**src/rtl/evt_gen_pkg.sv**
```systemverilog
// Shared state type and input-conditioning helpers for the periodic event generator.
package evt_gen_pkg;

    typedef enum logic [1:0] {
        IDLE = 2'd0,
        RUN  = 2'd1,
        DONE = 2'd2
    } evt_state_e;

    // A zero period would never expire, so it is treated as "every cycle".
    function automatic int clamp_period(input int period, input int max_period);
        if (period < 1) return 1;
        if (period > max_period) return max_period;
        return period;
    endfunction

    function automatic int clamp_count(input int count, input int max_count);
        return (count > max_count) ? max_count : count;
    endfunction

endpackage

```
**src/rtl/evt_generator_if.sv**
```systemverilog
// Control and status bundle of the event generator; the master drives start/stop/config.
interface evt_generator_if #(
    parameter int MAX_PERIOD = 1024,
    parameter int MAX_PULSES = 256
);
    localparam int PW = $clog2(MAX_PERIOD + 1);
    localparam int CW = $clog2(MAX_PULSES + 1);

    logic          start_in;
    logic          stop_in;
    logic [PW-1:0] period_in;
    logic [CW-1:0] count_in;
    logic          evt_out;
    logic          busy_out;
    logic          done_out;
    logic [CW-1:0] pulses_left_out;

    modport master (
        output start_in, stop_in, period_in, count_in,
        input  evt_out, busy_out, done_out, pulses_left_out
    );

    modport slave (
        input  start_in, stop_in, period_in, count_in,
        output evt_out, busy_out, done_out, pulses_left_out
    );
endinterface

```
**src/rtl/period_timer.sv**
```systemverilog
// Phase counter that runs 0..P-1 and flags the last phase; reloads P and clears on load_i.
module period_timer #(
    parameter int MAX_PERIOD = 1024,
    localparam int PW = $clog2(MAX_PERIOD + 1)
) (
    input  logic          clk_i,
    input  logic          rst_i,
    input  logic          load_i,
    input  logic          en_i,
    input  logic [PW-1:0] period_i,
    output logic          expire_o
);
    logic [PW-1:0] period_q;
    logic [PW-1:0] phase_q;
    logic [PW-1:0] phase_d;

    assign expire_o = (phase_q == period_q - PW'(1));

    // Whenever the timer is not counting, the phase parks at zero.
    always_comb begin
        phase_d = '0;
        if (!load_i && en_i) begin
            phase_d = expire_o ? '0 : phase_q + PW'(1);
        end
    end

    always_ff @(posedge clk_i or posedge rst_i) begin
        if (rst_i) begin
            period_q <= '0;
            phase_q  <= '0;
        end else begin
            phase_q <= phase_d;
            if (load_i) begin
                period_q <= period_i;
            end
        end
    end
endmodule

```
**src/rtl/evt_generator.sv**
```systemverilog
// Programmable periodic strobe source: FSM, pulse counter and registered outputs.
module evt_generator
    import evt_gen_pkg::*;
#(
    parameter int MAX_PERIOD = 1024,
    parameter int MAX_PULSES = 256
) (
    input  logic           clk_in,
    input  logic           rst_in,
    evt_generator_if.slave bus
);
    localparam int PW = $clog2(MAX_PERIOD + 1);
    localparam int CW = $clog2(MAX_PULSES + 1);

    evt_state_e    state_q, state_d;
    logic [CW-1:0] pulses_q, pulses_d;
    logic          finite_q, finite_d;
    logic          evt_q, evt_d;
    logic          load;
    logic          run_en;
    logic          expire;
    logic [PW-1:0] period_clamped;
    logic [CW-1:0] count_clamped;

    assign period_clamped = PW'(clamp_period(int'(bus.period_in), MAX_PERIOD));
    assign count_clamped  = CW'(clamp_count(int'(bus.count_in), MAX_PULSES));

    period_timer #(.MAX_PERIOD(MAX_PERIOD)) u_timer (
        .clk_i    (clk_in),
        .rst_i    (rst_in),
        .load_i   (load),
        .en_i     (run_en),
        .period_i (period_clamped),
        .expire_o (expire)
    );

    always_comb begin
        // NOTE: every signal driven here gets a default first, so no path can infer a latch.
        state_d  = state_q;
        pulses_d = pulses_q;
        finite_d = finite_q;
        evt_d    = 1'b0;
        load     = 1'b0;
        run_en   = 1'b0;
        if (bus.stop_in && state_q == RUN) begin
            state_d  = IDLE;
            pulses_d = '0;
        end else if (bus.start_in) begin
            state_d  = RUN;
            load     = 1'b1;
            pulses_d = count_clamped;
            finite_d = (count_clamped != '0);
        end else begin
            unique case (state_q)
                RUN: begin
                    // The last strobe has already been shown; leave RUN one cycle later.
                    if (finite_q && pulses_q == '0) begin
                        state_d = DONE;
                    end else begin
                        run_en = 1'b1;
                        if (expire) begin
                            evt_d = 1'b1;
                            if (finite_q) pulses_d = pulses_q - CW'(1);
                        end
                    end
                end
                DONE:    state_d = IDLE;
                default: state_d = state_q;
            endcase
        end
    end

    // NOTE: sequential state uses non-blocking assignments so all registers sample pre-edge values.
    always_ff @(posedge clk_in or posedge rst_in) begin
        if (rst_in) begin
            state_q  <= IDLE;
            pulses_q <= '0;
            finite_q <= 1'b0;
            evt_q    <= 1'b0;
        end else begin
            state_q  <= state_d;
            pulses_q <= pulses_d;
            finite_q <= finite_d;
            evt_q    <= evt_d;
        end
    end

    assign bus.evt_out         = evt_q;
    assign bus.busy_out        = (state_q == RUN);
    assign bus.done_out        = (state_q == DONE);
    assign bus.pulses_left_out = pulses_q;
endmodule

```
**src/flat_wrapper.sv**
```systemverilog
// flat-port wrapper written by rule: the top's interface ports become plain ports
module evt_generator_flat import evt_gen_pkg::*;
#(
    parameter int MAX_PERIOD = 1024,
    parameter int MAX_PULSES = 256
)
  (clk_in, rst_in, bus_start_in, bus_stop_in, bus_period_in, bus_count_in, bus_evt_out, bus_busy_out, bus_done_out, bus_pulses_left_out);
  evt_generator_if #(.MAX_PERIOD(MAX_PERIOD), .MAX_PULSES(MAX_PULSES)) bus_i ();
  input  logic clk_in;
  input  logic rst_in;
  input wire logic [$bits(bus_i.start_in)-1:0] bus_start_in;
  input wire logic [$bits(bus_i.stop_in)-1:0] bus_stop_in;
  input wire logic [$bits(bus_i.period_in)-1:0] bus_period_in;
  input wire logic [$bits(bus_i.count_in)-1:0] bus_count_in;
  output wire logic [$bits(bus_i.evt_out)-1:0] bus_evt_out;
  output wire logic [$bits(bus_i.busy_out)-1:0] bus_busy_out;
  output wire logic [$bits(bus_i.done_out)-1:0] bus_done_out;
  output wire logic [$bits(bus_i.pulses_left_out)-1:0] bus_pulses_left_out;
  assign bus_i.start_in = bus_start_in;
  assign bus_i.stop_in = bus_stop_in;
  assign bus_i.period_in = bus_period_in;
  assign bus_i.count_in = bus_count_in;
  assign bus_evt_out = bus_i.evt_out;
  assign bus_busy_out = bus_i.busy_out;
  assign bus_done_out = bus_i.done_out;
  assign bus_pulses_left_out = bus_i.pulses_left_out;
  evt_generator #(.MAX_PERIOD(MAX_PERIOD), .MAX_PULSES(MAX_PULSES)) u_core (.clk_in(clk_in), .rst_in(rst_in), .bus(bus_i));
endmodule
```
**config.mk**
```make
export PLATFORM = sky130hd
export DESIGN_NAME = evt_generator_flat
export DESIGN_NICKNAME = d
export VERILOG_FILES = /design/src/rtl/evt_gen_pkg.sv /design/src/rtl/evt_generator_if.sv /design/src/rtl/period_timer.sv /design/src/rtl/evt_generator.sv /design/src/flat_wrapper.sv
export SDC_FILE = /design/constraint.sdc
export NUM_CORES = 1
export LEC_CHECK = 0
export CORE_UTILIZATION = 30
export DETAILED_ROUTE_END_ITERATION = 10
export GPL_TIMING_DRIVEN = 0
export SLEW_MARGIN = 20
export SYNTH_ARGS = -nofsm -noshare
export SYNTH_HDL_FRONTEND = slang
export SYNTH_SLANG_ARGS = --single-unit
export TNS_END_PERCENT = 20
```
**constraint.sdc**
```tcl
create_clock -name clk_in -period 6.45 [get_ports clk_in]
set_clock_uncertainty 0.15 [all_clocks]
set_input_delay 1.29 -clock clk_in [delete_from_list [all_inputs] [get_ports clk_in]]
set_output_delay 1.29 -clock clk_in [all_outputs]
set_load 0.01 [all_outputs]
```
=== Word-level counts from Yosys, hierarchy flattened ===
Cells that the tools add are included.

* Word-level logic and storage cells: 62
* Input port bits: 24
* Register bits after elaboration: 35
* Output and inout bits: 12

* Add/sub/neg operators: 3
* Bitwise logic cells: 1
* Mux-type cells: 31
* Eq/ne operators: 5
* $lt $le $gt $ge: 3
* Reductions and logical operators: 13

{| class="wikitable"
|+ Operator list
! cell !! count
|-
| 9-bit two-way mux || 7
|-
| 11-bit two-way mux || 5
|-
| 1-bit two-way mux || 15
|-
| 11-bit by 1-bit adder with 11-bit output (second input constant) || 1
|-
| 11-bit equality test || 1
|-
| 11-bit greater-than comparator (second input constant) || 1
|-
| 11-bit by 1-bit less-than comparator with 1-bit output (second input constant) || 1
|-
| 11-bit by 1-bit subtractor with 11-bit output (second input constant) || 1
|-
| 9-bit greater-than comparator (second input constant) || 1
|-
| 9-bit zero test || 1
|-
| 3-bit nonzero test || 3
|-
| 9-bit nonzero test || 1
|-
| 9-bit by 1-bit subtractor with 9-bit output (second input constant) || 1
|-
| 2-bit two-way mux || 3
|-
| 4-bit by 2-bit != test with 1-bit output (second input constant) || 1
|-
| 2-bit one-hot mux with 2 select lines || 1
|-
| 2-bit AND reduction || 2
|-
| 4-bit AND reduction || 1
|-
| 4-bit nonzero test || 1
|-
| 1-bit logical AND || 3
|-
| 3-bit by 2-bit != test with 1-bit output (second input constant) || 1
|-
| 2-bit by 1-bit equality test with 1-bit output (second input constant) || 1
|-
| 2-bit equality test (second input constant) || 1
|-
| 1-bit zero test || 1
|-
| 1-bit inverter || 1
|}

=== Depth between registers and ports, before layout ===
* Word-level depth: 8
* Mapped depth: 9
* Gate-level depth less buffers: 8

=== Cells and area by module ===
A second synthesis with hierarchy kept.

* Cells, all modules: 243
* Area total of the unflattened synthesis: 2376.0 um2

{| class="wikitable"
|+ Modules (own cells, without submodules)
! module !! times used !! area an instance (um2) !! cells each !! seq. area each (um2)
|-
| period_timer || 1 || 1403.8 || 138 || 550.5
|-
| evt_generator || 1 || 972.2 || 105 || 325.3
|}

=== Worst setup path before layout ===
No wires, ideal clock.

* Path kind: input to register
* Start: in bus_stop_in
* End: reg u_core.pulses_q[5] (netlist: u_core.bus.pulses_left_out[5])
* Required time: 6234 ps
* Stages on the path: 7
* Buffers on the path: 1
* Slack: 3836 ps
* Data arrival time: 2398 ps
* Path through: and3b_1 > nor3_1 > clkbuf_1 > nand2_1 > and3_1 > nand4_1 > and3_1

* Word-level cells in the longest chain between the ends: 3
* Elaborated cells between the ends (all ways): 7
* Those cells by class: 1 x eq/ne; 1 x mux; 5 x reduce/logical

{| class="wikitable"
|+ Ends and longest elaborated chain
! what !! line !! text
|-
| from (decl) || flat_wrapper.sv:12 || <nowiki>input wire logic [$bits(bus_i.stop_in)-1:0] bus_stop_in;</nowiki>
|-
| 1-bit logical AND (*) || evt_generator.sv:45 || <nowiki>if (bus.stop_in && state_q == RUN) begin</nowiki>
|-
| 3-bit by 2-bit != test with 1-bit output (no line) or 3-bit nonzero test (tied branches) || - ||
|-
| 4-bit AND reduction (no line) || - ||
|-
| to (signal assigned) || evt_generator.sv:82 || <nowiki>pulses_q <= pulses_d;</nowiki>
|-
| to (decl) || evt_generator.sv:16 || <nowiki>logic [CW-1:0] pulses_q, pulses_d;</nowiki>
|}

Every way passes the cells marked *; elsewhere a longest branch is shown, timed or not.
A chain may end at the register's enable or synchronous reset.

=== Final worst setup path ===
* Start: in bus_start_in
* End: reg u_core.pulses_q[5] (netlist: u_core.bus.pulses_left_out[5])

* Word-level cells in the longest chain between the ends: 2
* Elaborated cells between the ends (all ways): 7
* Those cells by class: 1 x eq/ne; 2 x mux; 4 x reduce/logical

{| class="wikitable"
|+ Ends and longest elaborated chain
! what !! line !! text
|-
| from (decl) || flat_wrapper.sv:11 || <nowiki>input wire logic [$bits(bus_i.start_in)-1:0] bus_start_in;</nowiki>
|-
| 3-bit by 2-bit != test with 1-bit output (no line), or another cell as far along || - ||
|-
| 4-bit AND reduction (no line) or 9-bit two-way mux (tied branches) || - ||
|}

Parallel ways exist; a longest one is shown, timed or not.

==> results.py <==
metrics = {
    "outcome": {
        "status": "finished clean",
    },
    "synth": {
        "synth_top_family_by_area": "simple AND/OR/NAND/NOR gates",
        "syn-num-nets": 292,
        "ys.warnings.count": 0,
        "synthXorXnorAreaFrac_pct": 8.44,
        "yosys.area_share.simple_pct": 30.2,
        "synthArstFlopShare_pct": 100,
        "synthAdderAreaFrac_pct": 1.99,
        "synthMuxAreaShare_pct": 0.472,
        "syn_inst": 265,
        "ys_ff_latch": 35,
        "syn-cell-area_um2": 2390,
        "yosys.area.top_type": "dfrtp_1",
        "synth-seq-area-share_pct": 36.7,
        "syn_avg_cell_area_um2": 9.01,
        "synth.area.top_cells": "dfrtp_1 (37%), xnor2_1 (5.9%), nand2_1 (5.2%)",
        "synth_edf_count": 0,
        "synth-compound-area-share_pct": 17.1,
        "yosys.area.top_type_share_pct": 36.7,
        "synthFlopType": "dfrtp_1",
        "yosysUniqueCellTypes": 57,
    },
    "clock_tree": {
        "cts.sinks": 35,
        "cts_buffers": 5,
        "clock_latency_ns": 0.29,
        "cts_buffer_depth": 2,
        "holdBufCountCts": 0,
        "postCtsSetupRepairBufs": 0,
        "cts_tree": "built",
        "root_buffer": "clkbuf_8",
        "htreeDepth": 2,
        "clkTransAtPathRegs_ns": 0.08,
        "cts_resized": 0,
    },
    "floorplan": {
        "num_rows": 32,
        "die_h_um": 91.2,
        "chipWidth_um": 91.2,
        "coreArea_um2": 7730,
        "initial_utilization_pct": 30.9,
        "die_area_um2": 8320,
        "io_pins": 36,
    },
    "route": {
        "vias": 2123,
        "drc": 0,
        "first_pass_iters": 4,
        "wl_met3_um": 240,
        "wl_met1_mm": 2.80,
        "met2WireLength_mm": 2.77,
        "routed_wl_mm": 5.85,
        "postRouteAntennaNets": 0,
        "highest_layer": "met4",
        "drt_iter0_drc": 83,
        "via_per_inst": 5.17,
        "routedWlPerCell_um": 14.2,
    },
    "timing": {
        "tns_ns": 0,
        "worst_slew_pin_slew_ns": 0.486,
        "rsz0062_at_grt": "no",
        "fin_crit_ns": 3.15,
        "hold_violations": 0,
        "period_share_pct": 48.8,
        "setup_ws_ns": 3.30,
        "fmax_mhz": 318,
        "drv_slew": 0,
        "setup_viol": 0,
        "slew_headroom_pct": 67.6,
        "hold_ws_ns": 0.387,
    },
    "finish": {
        "drive_above_1_share_pct": 9.71,
        "instances_no_fill": 411,
        "syn_to_final_growth_pct": 25.9,
        "antenna_cells": 0,
        "finalInstanceArea_um2": 3010,
        "nNetsFinal": 335,
    },
    "power_and_ir_drop": {
        "p_per_area_nw_per_um2": 219,
        "peakVddDrop_mv": 0.0828,
        "p_leak_nw": 1.27,
    },
    "place": {
        "gp_congestion": 0.822,
        "placed_cell_area_um2": 2890,
        "placed_cells": 403,
        "dp_hpwl_mm": 4.39,
        "dpl_worst_slack_ns": 3.01,
        "port_buffers": 35,
    },
    "global_route": {
        "grt_pass1_vias": 2059,
        "antenna_found_initial": 0,
        "grt_max_degree": 21,
        "gr-usage-all-layers_pct": 14.8,
        "overflow": 0,
        "grt_pass1_wl_mm": 10.1,
    },
    "worst_setup_path": {
        "cp_max_fo": 10,
        "worst-r2r-setup-slack_ns": 3.66,
        "path_class": "in2reg",
        "cp-end-kind": "flip-flop",
        "worstPathRequired_ns": 6.53,
        "critPathArrivalTime_ns": 3.23,
        "critPathLaunchType": "input port",
    },
    "worst_hold_path": {
        "hold_class": "reg2reg",
    },
    "run": {
        "max-cap-violations": 0,
    },
}
-- through the flow --
stage | util, % | power (mW)
floorplan | - | 0.392
global placement | 37.1 | 0.459
detailed placement | 37.4 | 0.463
CTS | 38.9 | 0.666
global route | 38.9 | 0.695
finish | 38.9 | 0.659
-- cells in the mapped netlist (2+ instances only) --
master	count
a21oi_1	8
a22o_1	4
a311o_1	6
and3_1	13
and3_2	2
and3b_1	2
clkbuf_1	7
dfrtp_1	35
ha_1	3
inv_1	10
nand2_1	33
nand2b_1	5
nand3_1	8
nand4_1	11
nor2_1	20
nor2b_1	3
nor3_1	8
nor3b_1	4
nor4_1	6
o211a_1	2
o21ai_0	14
or3_1	4
or4_1	2
xnor2_1	16
xor2_1	7
-- cells by family after synthesis --
kind of cell,count (synthesis)
buffers and inverters,23
AOI/OAI and AO/OA,49
and+or+nand+nor,130
DFF,35
adders and majority gates,4
xor gates and xnor gates,23
muxes,1
-- worst max-delay path, cell delays in order --
cell and delay [ns]:
clkdlybuf4s50_1 0.56, inv_1 0.11, nor3_1 0.37, clkbuf_1 0.38
nand2_1 0.11, and3_1 0.17, nand4_1 0.07, and3_1 0.14
-- sequential cells by signal, summed over array words and instances (netlist names) --
name / cells
u_core.bus.evt_out: 1
u_core.u_timer.phase_q: 11
u_core.finite_q: 1
u_core.u_timer.period_q: 11
u_core.bus.pulses_left_out: 9
u_core.state_q: 2
-- final timing paths --
check                                               from                       endpoint  depth (start not counted)
setup / recovery                            bus_start_in  u_core.bus.pulses_left_out[5]                          8
hold / removal               u_core.u_timer.period_q[10]    u_core.u_timer.period_q[10]                          1
setup reg to reg           u_core.bus.pulses_left_out[0]  u_core.bus.pulses_left_out[1]                          8
hold reg to reg              u_core.u_timer.period_q[10]    u_core.u_timer.period_q[10]                          1
max in group asynchronous                         rst_in  u_core.bus.pulses_left_out[5]                          3
min in group asynchronous                         rst_in      u_core.u_timer.phase_q[1]                          2
-- where the power goes --
part | internal (mW) | leakage [nW] | switching, mW
clock | 0.115 | 0.0581 | 0.0850
combinational | 0.0944 | 0.747 | 0.102
sequential | 0.236 | 0.462 | 0.0273
total | 0.445 | 1.27 | 0.214
-- routing by layer --
layer | GRT usage (%) | vias to the layer above
met5 | 0 | -
met4 | 2.78 | 0
met3 | 2.68 | 7
met2 | 24.4 | 45
met1 | 20.5 | 1024
li1 | - | 1047
-- cells in the final DEF, fill, tap and decap left out, drive strengths merged, types with 3 or more instances in the layout --
cell type | synthesis | layout
a21oi | 8 | 8
a22o | 4 | 4
a311o | 6 | 6
and3 | 15 | 15
buf | 5 | 6
clkbuf | 8 | 13
clkdlybuf4s50 | 0 | 35
dfrtp | 35 | 35
ha | 3 | 3
inv | 10 | 10
nand2 | 33 | 33
nand2b | 5 | 5
nand3 | 8 | 8
nand4 | 11 | 11
nor2 | 21 | 21
nor2b | 3 | 3
nor3 | 8 | 8
nor3b | 4 | 4
nor4 | 7 | 7
o21ai | 14 | 14
or3 | 4 | 4
or4 | 3 | 3
xnor2 | 16 | 16
xor2 | 7 | 7
-- cell type report --
class,count,area (um^2)
plain buffers,13,82.6
clock buffers,5,68.8
clock inverters,3,43.8
flip-flops and latches,35,876
fillers,772,4720
repair buffers,36,378
multi-input cells,207,1390
inverters,10,37.5
well taps,102,128
Note: power is estimated with default switching activity, not from simulation.
